[config.mk]
export PLATFORM = sky130hd
export DESIGN_NAME = lsu_byte_master
export DESIGN_NICKNAME = d
export VERILOG_FILES = /design/src/rtl/lsu_byte_master.sv
export SDC_FILE = /design/constraint.sdc
export NUM_CORES = 1
export LEC_CHECK = 0
export ABC_AREA = 1
export CAP_MARGIN = 15
export CORE_MARGIN = 2
export CORE_UTILIZATION = 44
export DETAILED_ROUTE_END_ITERATION = 12
export HOLD_SLACK_MARGIN = 0.08
export PLACE_DENSITY = 0.8
export SETUP_SLACK_MARGIN = 0.5
export SLEW_MARGIN = 10
export SYNTH_ARGS = -nofsm -noshare
export SYNTH_HDL_FRONTEND = slang
export SYNTH_SLANG_ARGS = --single-unit
[constraint.sdc]
create_clock -name clk -period 3.5 [get_ports clk]
set_clock_uncertainty 0.05 [all_clocks]
set_input_delay 0.7 -clock clk [delete_from_list [all_inputs] [get_ports clk]]
set_output_delay 0.7 -clock clk [all_outputs]
set_load 0.05 [all_outputs]
[src/rtl/lsu_byte_master.sv]
// lsu_byte_master: sequences RV32I loads/stores into big-endian byte accesses on a byte-wide memory port.
//
// Optional feature: define LSU_MISALIGN_CHECK_EN to reject misaligned lh/lhu/sh/lw/sw
// on the error path; by default any alignment is accepted.
//
// Ports:
//   clk, rst_n            clock (rising edge), asynchronous active-low reset
//   req_valid/req_ready   request handshake; ready only while idle
//   req_write, funct3     store/load select and RV32I width/sign encoding
//   req_addr, req_wdata   base byte address and store data
//   resp_valid            one-cycle response pulse
//   resp_rdata            extended load data (0 for stores and errors)
//   resp_err              request rejected without any bus operation
//   mem_rd, mem_wr        byte read/write strobes (never both high)
//   mem_addr, mem_wdata   byte address and write byte, held while strobes are low
//   mem_rdata             read byte, valid the cycle after its mem_rd cycle
module lsu_byte_master #(
    parameter int ADDR_W = 32
) (
    input  logic              clk,
    input  logic              rst_n,
    input  logic              req_valid,
    output logic              req_ready,
    input  logic              req_write,
    input  logic [2:0]        funct3,
    input  logic [ADDR_W-1:0] req_addr,
    input  logic [31:0]       req_wdata,
    output logic              resp_valid,
    output logic [31:0]       resp_rdata,
    output logic              resp_err,
    output logic              mem_rd,
    output logic              mem_wr,
    output logic [ADDR_W-1:0] mem_addr,
    output logic [7:0]        mem_wdata,
    input  logic [7:0]        mem_rdata
);
    typedef enum logic [1:0] {IDLE, READ, WRITE, RESP} state_t;
    state_t state, state_nxt;
    logic              wr_r;
    logic [2:0]        f3_r;
    logic [1:0]        cnt, cnt_d, last;
    logic [31:0]       sh_r, sh_d, pre, asm, ext;
    logic              accept, legal, mis, err, is_last, go;
    logic              mem_rd_d, mem_wr_d, resp_valid_d, resp_err_d;
    logic [ADDR_W-1:0] mem_addr_d;
    logic [7:0]        mem_wdata_d;
    assign req_ready = state == IDLE;
    assign accept    = req_valid & req_ready;
    assign legal     = req_write ? (funct3 inside {3'd0, 3'd1, 3'd2})
                                 : (funct3 inside {3'd0, 3'd1, 3'd2, 3'd4, 3'd5});
`ifdef LSU_MISALIGN_CHECK_EN
    assign mis = (funct3[1:0] == 2'd1 && req_addr[0]) ||
                 (funct3[1:0] == 2'd2 && req_addr[1:0] != 2'd0);
`else
    assign mis = 1'b0;
`endif
    assign err     = !legal || mis;
    assign go      = accept && !err;
    // index of the final byte: 0, 1 or 3 for byte, half, word
    assign last    = {f3_r[1], |f3_r[1:0]};
    assign is_last = cnt == last;
    // store data left-justified so bytes always leave from [31:24]
    assign pre = funct3[1] ? req_wdata : funct3[0] ? {req_wdata[15:0], 16'h0} : {req_wdata[7:0], 24'h0};
    // the final byte arrives during the RESP cycle itself, so it is merged from the live port
    assign asm = {sh_r[23:0], mem_rdata};
    assign ext = f3_r[1] ? asm :
                 f3_r[0] ? {{16{~f3_r[2] & asm[15]}}, asm[15:0]} :
                           {{24{~f3_r[2] & asm[7]}}, asm[7:0]};
    assign resp_rdata = (resp_valid && !resp_err && !wr_r) ? ext : 32'h0;
    always_ff @(posedge clk or negedge rst_n) begin
        if (!rst_n) state <= IDLE;
        else        state <= state_nxt;
    end
    always_comb begin
        state_nxt = state == IDLE ? (accept ? (err ? RESP : req_write ? WRITE : READ) : IDLE) :
                    state == RESP ? IDLE :
                    is_last       ? RESP : state;
    end
    always_comb begin
        mem_rd_d     = (go && !req_write) || (state == READ && !is_last);
        mem_wr_d     = (go && req_write) || (state == WRITE && !is_last);
        mem_addr_d   = go ? req_addr :
                       ((state == READ || state == WRITE) && !is_last) ? mem_addr + ADDR_W'(1) : mem_addr;
        mem_wdata_d  = (go && req_write) ? pre[31:24] :
                       (state == WRITE && !is_last) ? sh_r[31:24] : mem_wdata;
        // loads shift in the byte returned for the previous issue slot
        sh_d         = accept ? (req_write ? pre << 8 : 32'h0) :
                       state == WRITE ? sh_r << 8 :
                       (state == READ && cnt != 2'd0) ? asm : sh_r;
        cnt_d        = (state == READ || state == WRITE) ? cnt + 2'd1 : 2'd0;
        resp_valid_d = state_nxt == RESP;
        resp_err_d   = accept && err;
    end
    always_ff @(posedge clk or negedge rst_n) begin
        if (!rst_n) begin
            mem_rd     <= 1'b0;
            mem_wr     <= 1'b0;
            mem_addr   <= '0;
            mem_wdata  <= 8'h0;
            resp_valid <= 1'b0;
            resp_err   <= 1'b0;
            sh_r       <= 32'h0;
            cnt        <= 2'd0;
            wr_r       <= 1'b0;
            f3_r       <= 3'd0;
        end else begin
            mem_rd     <= mem_rd_d;
            mem_wr     <= mem_wr_d;
            mem_addr   <= mem_addr_d;
            mem_wdata  <= mem_wdata_d;
            resp_valid <= resp_valid_d;
            resp_err   <= resp_err_d;
            sh_r       <= sh_d;
            cnt        <= cnt_d;
            if (accept) begin
                wr_r <= req_write;
                f3_r <= funct3;
            end
        end
    end
endmodule

==> run metrics, run 1 <==
status=complete, no violations; FF-to-FF path depth=9; FF-to-FF setup slack=around 1.2 ns; Least-Margin Pin Slew=~0.65 ns; Sw Ratio=just over 50%; setup tns final=0 ns; HP Class=input pin to asynchronous set/reset pin; 1st-pass router iterations=6; sequential fraction of the synthesis area=37.6%; Mapped Area=between 0.005 and 0.006 mm2; Crit Path Max Fanout=16; Post-synth ARST share=100%; DRC Markers=0; Routed wire per std cell=about 15 um; RSZ-0062 raised after global routing=true; Post-synth top flop=dfrtp_1; first-pass GRT wire length=~28000 um; Max H-tree Level=3; Synth Instances=between 800 and 900; met3 usage=2.75%; GRT Max-Usage Layer=met2; Syn Nets=approximately 930; DIE AREA=approximately 0.014 mm2; Post-CTS Setup Bufs=0; Pleak=around 0.0037 uW; Min Hold Slack=about 0.24 ns; clock sinks=84; Int Pwr=3380 uW; Comb power frac=about three fifths; critical path's largest stage delay=around 0.47 ns; Starting Density=between 40% and 50%; max-cap violation count=0; arrival time worst endpoint=around 2.2 ns; Vias/cell=5.30; row cnt=41; Critical Path Start=mem_rdata[7]; Seq cells post-synth=84; Die Height=between 100 and 150 um; P per Cell Area=roughly 900 mW/mm2; final setup fails=0; placed inst area=0.00738 mm2; largest net degree at the start of global routing=85; EDFF count, synth=0; core area=0.0125 mm2; Avg Inst Size Synth=approximately 6.6 um2; Critical Path Source Type=input pin; largest area contributor in the netlist=dfrtp_1; clock tree from TritonCTS=built; fin util=61.8%; GRT Util Overall=between 20% and 30%; Finished Cell Area=a little under 0.008 mm2; FF-to-FF Start=state[0]$_DFF_PN0_; Root Driver=clkbuf_16; part of the power in registers=between 20% and 30%; Slew headroom=roughly 57%; fin crit period=around 2.9 ns; Clock power frac=around 14%; Worst path slowest cell=clkdlybuf4s50_1; Synth top area share=37.6%; clk buf depth=2; Synth Warn #=0; Ant. Diodes=0; switching power=between 3000 and 4000 uW; Routed Wire Length=17700 um; vias in the first global route=between 5000 and 6000; clock slew at reported path FFs=0.06 ns; RePlAce Congestion=approximately 0.95; layout cells sized above 1=under 10%; routing usage on met1=between 30 and 40%; Worst Path Required=between 2 and 3 ns; initial antenna violation count=0; CTS Buf Count=9; DR vias=~6200; Yosys cell types=36; total power=6970 uW; crit end category=output pin; I/O Pins=around 160; HPWL Detailed=~13000 um; crit share post-route=a little over 80%; Area Growth Syn to Fin=38.3%; Antenna Nets Post-Route=0; worst skew pair latency=0.34 ns; Congestion Overflow GR=0; Setup CP Type=input pin to output pin; r2r endpoint=mem_addr[17]$_DFFE_PN0P_; met2 usage=between 40% and 50%; Area contributors post-synth=dfrtp_1, nand2_1, inv_1, nand3_1, o21ai_0; VDD IR max=0.521 mV; Die Width=~120 um; worst path cell trace=clkdlybuf4s50_1 -> inv_1 -> o21ai_0 -> nand3_1 -> buf_4 -> a21oi_1 -> buf_12; Nets=between 1000 and 1500; # port buffers=155; critical path endpoint=resp_rdata[27]; Slew Viols, Final=0; final hold vios=0; First DRT Iteration DRCs=~530; fmax=about 340 MHz
-- cells in the mapped netlist, types with 2 or more instances --
| cell | number |
|---|---|
| nor2_2 | 3 |
| a21oi_1 | 51 |
| buf_1 | 2 |
| dfrtp_1 | 84 |
| buf_6 | 8 |
| nor2_1 | 61 |
| a22oi_1 | 23 |
| nand2_1 | 279 |
| o211ai_1 | 12 |
| ha_1 | 5 |
| nand3_1 | 84 |
| inv_1 | 118 |
| nand2_2 | 4 |
| nor3_1 | 3 |
| inv_2 | 4 |
| nand4_1 | 2 |
| buf_2 | 10 |
| xor2_1 | 2 |
| o21ai_1 | 3 |
| buf_4 | 4 |
| inv_4 | 2 |
| clkbuf_1 | 9 |
| or2_0 | 5 |
| o21ai_0 | 53 |
-- flip-flops by register name (all words and copies together) (netlist names) --
signal      count
mem_addr       32
sh_r           32
mem_wdata       8
f3_r            3
cnt             2
state           2
mem_rd          1
mem_wr          1
resp_err        1
resp_valid      1
wr_r            1
-- power groups by stage --
stage          combinational [uW]  clock (uW)  sequential (uW)
3_3_place_gp                 4060           0             1820
3_5_place_dp                 4130           0             1830
4_1_cts                      4170         992             1820
2_1_floorplan                2290           0             2410
6_report                     4160         983             1830
5_1_grt                      4550        1030             1880
-- what timing repair did --
item                                    CTS  global route
endpoints found under the setup margin    0            27
gates resized for setup                   0            10
hold buffers                              0             0
-- per-stage QoR --
step	instances	setup WS, ns
6_report	1162	0.597
5_1_grt	1162	0.464
4_1_cts	1161	0.513
2_1_floorplan	843	0.641
3_5_place_dp	1146	0.593
3_3_place_gp	1146	0.637
-- placed cells by master (no fill, tap or decap), types with 12 or more instances in the layout --
master	n
nor2_1	60
buf_4	16
o211ai_1	12
clkdlybuf4s50_1	122
nand3_1	84
nand2_1	279
dfrtp_1	84
a21oi_1	49
buf_12	18
inv_1	118
o21ai_0	53
a22oi_1	23
-- cell families after synthesis --
group / share of synthesized area (%)
XOR/XNOR: 0.761
buffers and inverters: 12.2
adder cells (fa/ha/maj): 1.12
flip-flops: 37.6
AND/OR/NAND/NOR: 33.0
AO/OA/AOI/OAI: 15.4
-- routing by layer --
layer	part of all wire (%)	vias to the layer above
met5	0	-
met4	3.4	0
met3	7.3	57
met2	49	290
met1	40	2837
li1	-	2975
-- area by class of cell --
class | instances | area [um2]
fill | 1147 | 4780
sequential | 84 | 2100
tap | 172 | 215
inverter | 124 | 470
clock inverter | 4 | 48.8
clock buffer | 11 | 253
timing repair buffer | 165 | 1830
multi-input combinational | 602 | 2820
-- critical path: cells and delay by family --
family | cells | cell delay, ns
buf+inv | 4 | 0.92
compound gates | 2 | 0.43
simple gates | 1 | 0.10
-- how the worst min path moves through the flow --
stage,from,endpoint,slack [ns],cells past startpoint
after floorplan,rst_n,cnt[0]$_DFF_PN0_,0.35,0
after global placement,cnt[0]$_DFF_PN0_,cnt[0]$_DFF_PN0_,0.39,1
after detailed placement,cnt[0]$_DFF_PN0_,cnt[0]$_DFF_PN0_,0.41,1
after CTS,sh_r[28]$_DFFE_PN0P_,sh_r[28]$_DFFE_PN0P_,0.44,2
after global routing,rst_n,sh_r[11]$_DFFE_PN0P_,0.28,1
final,rst_n,sh_r[3]$_DFFE_PN0P_,0.24,1
No activity file was read; power rests on OpenSTA's default activity.
==> run 2, diff against run 1 <==
--- a/config.mk
+++ b/config.mk
@@ -11,7 +11,7 @@
 export CORE_UTILIZATION = 44
 export DETAILED_ROUTE_END_ITERATION = 12
 export HOLD_SLACK_MARGIN = 0.08
-export PLACE_DENSITY = 0.8
+export PLACE_DENSITY = 0.83
 export SETUP_SLACK_MARGIN = 0.5
 export SLEW_MARGIN = 10
 export SYNTH_ARGS = -nofsm -noshare
==> constraint.sdc (replaced) <==
create_clock -name clk -period 2.4 [get_ports clk]
set_clock_uncertainty 0.05 [all_clocks]
set_input_delay 0.48 -clock clk [delete_from_list [all_inputs] [get_ports clk]]
set_output_delay 0.48 -clock clk [all_outputs]
set_load 0.05 [all_outputs]
==> run metrics, run 2 (synthesis results as in run 1) <==
FF-to-FF setup slack=0.52 ns; Antenna Nets Post-Route=0; Congestion Overflow GR=0; Setup WS pre-CTS=0.0292 ns; Critical Path Source Type=flip-flop; arrival time worst endpoint=about 1.7 ns; Min Hold Slack=0.0955 ns; Ant. Diodes=0; Root Driver=clkbuf_16; Pleak=0.00394 uW; DRC Markers=0; # port buffers=155; Slew headroom=approximately three fifths; RePlAce Congestion=between 0.9 and 1; Starting Density=between 40% and 50%; Crit Path Max Fanout=8; status=complete, no violations; DIE AREA=about 0.014 mm2; crit share post-route=~95%; total power=11100 uW; Setup CP Type=flip-flop to output pin; DR vias=between 6000 and 7000; clock sinks=84; clk buf depth=2; most frequent cells in the layout=nand2_1, inv_1, nand3_1; Vias/cell=approximately 5.4; Max H-tree Level=3; initial antenna violation count=0; First DRT Iteration DRCs=612; Slew Viols, Final=0; first-pass GRT wire length=~28000 um; Hold-fix buffers, CTS=0; final hold vios=0; layout cells sized above 1=16.7%; HP Class=input pin to asynchronous set/reset pin; FF-to-FF Start=state[1]$_DFF_PN0_; row cnt=a little over 40; clock tree from TritonCTS=built; r2r endpoint=sh_r[11]$_DFFE_PN0P_; Routed Wire Length=approximately 19000 um; vias in the first global route=5682; GRT Util Overall=between 20% and 30%; clock slew at reported path FFs=about 0.060 ns; I/O Pins=156; Least-Margin Pin Slew=0.607 ns; core area=around 0.013 mm2; largest net degree at the start of global routing=between 40 and 50; P per Cell Area=roughly 1300 mW/mm2; Area Growth Syn to Fin=50.8%; Nets=approximately 1100; crit end category=output pin; commonest non-fill, non-tap cell in the layout=nand2_1; Worst Path Required=between 1.5 and 2 ns; max-cap violation count=0; setup tns final=0 ns; Top Registers=mem_addr: 32 flops, sh_r: 32 flops, mem_wdata: 8 flops; fin crit period=about 2.3 ns; fmax=around 440 MHz; Die Width=roughly 120 um; HPWL Detailed=around 14000 um; Routed wire per std cell=16.3 um; CTS Buf Count=9; worst skew pair latency=~0.34 ns; RSZ-0062 raised after global routing=true; Die Height=about 120 um; Final WS setup=0.129 ns; VDD IR max=around 0.77 mV; FF-to-FF path depth=9; 1st-pass router iterations=6; final setup fails=0
## run 2: cell types whose count changed in the layout (fill, tap and decap cells not counted), sizes merged, moves of 7 or more
cell           previous run  this run
buf                      35        67
clkbuf                   11        30
clkdlybuf4s15             0         7
clkdlybuf4s50           122        76
dlygate4sd2               0        25
dlymetal6s2s              8         0
## run 2: per-stage QoR
stage                     instance area, um2  util [%]  std cells
final                                   8440      67.4       1189
after global routing                    8440      67.4       1189
after CTS                               8310      66.4       1178
after detailed placement                7980      63.8       1159
after global placement                  7980      63.8       1159
after floorplan                         5900         -        843
## run 2: what timing repair did
| action | CTS | global route |
|---|---|---|
| cloned | 1 | 4 |
| pin swaps | 4 | 3 |
| endpoints found under the setup margin | 76 | 108 |
| gates resized for setup | 66 | 39 |
| setup buffers | 3 | 7 |
## run 2: worst max path at each step
stage | slack, ns | endpoint | cells after the start | start
2_1_floorplan | 0.39 | resp_rdata[21] | 4 | resp_err$_DFF_PN0_
3_3_place_gp | 0.05 | resp_rdata[19] | 8 | mem_rdata[7]
3_5_place_dp | 0.03 | resp_rdata[31] | 8 | mem_rdata[7]
4_1_cts | 0.18 | resp_rdata[30] | 6 | resp_valid$_DFF_PN0_
5_1_grt | 0.06 | resp_rdata[3] | 4 | resp_err$_DFF_PN0_
6_report | 0.13 | resp_rdata[3] | 4 | resp_err$_DFF_PN0_
## run 2: final cells by class
| type | instances | area (um2) |
|---|---|---|
| Timing Repair Buffer | 192 | 2210 |
| Inverter | 124 | 473 |
| Multi-Input combinational cell | 602 | 3170 |
| Tap cell | 172 | 215 |
| Clock buffer | 13 | 260 |
| Clock inverter | 2 | 10.0 |
| Sequential cell | 84 | 2110 |
| Fill cell | 1043 | 4080 |
## run 2: power breakdown
part | switching, uW | internal (uW) | total [uW]
Combinational | 4660 | 2470 | 7130
Sequential | 609 | 2070 | 2680
Clock | 542 | 749 | 1290
Total | 5810 | 5290 | 11100
## run 2: routing by layer
metal	part of all wire (%)	GRT usage, %	wire [um]	up-vias
met3	7.7	3.94	1500	58
met5	0	0	0	-
li1	-	-	-	3042
met1	39	33.9	7620	2968
met2	49	45.8	9470	310
met4	4.1	12.7	788	0
## run 2: worst max-delay path, stage by stage, from the launching register on
cell and delay (ns):
dfrtp_2 0.42, nor3_4 0.27, inv_1 0.27, nor2_2 0.27, buf_12 0.17
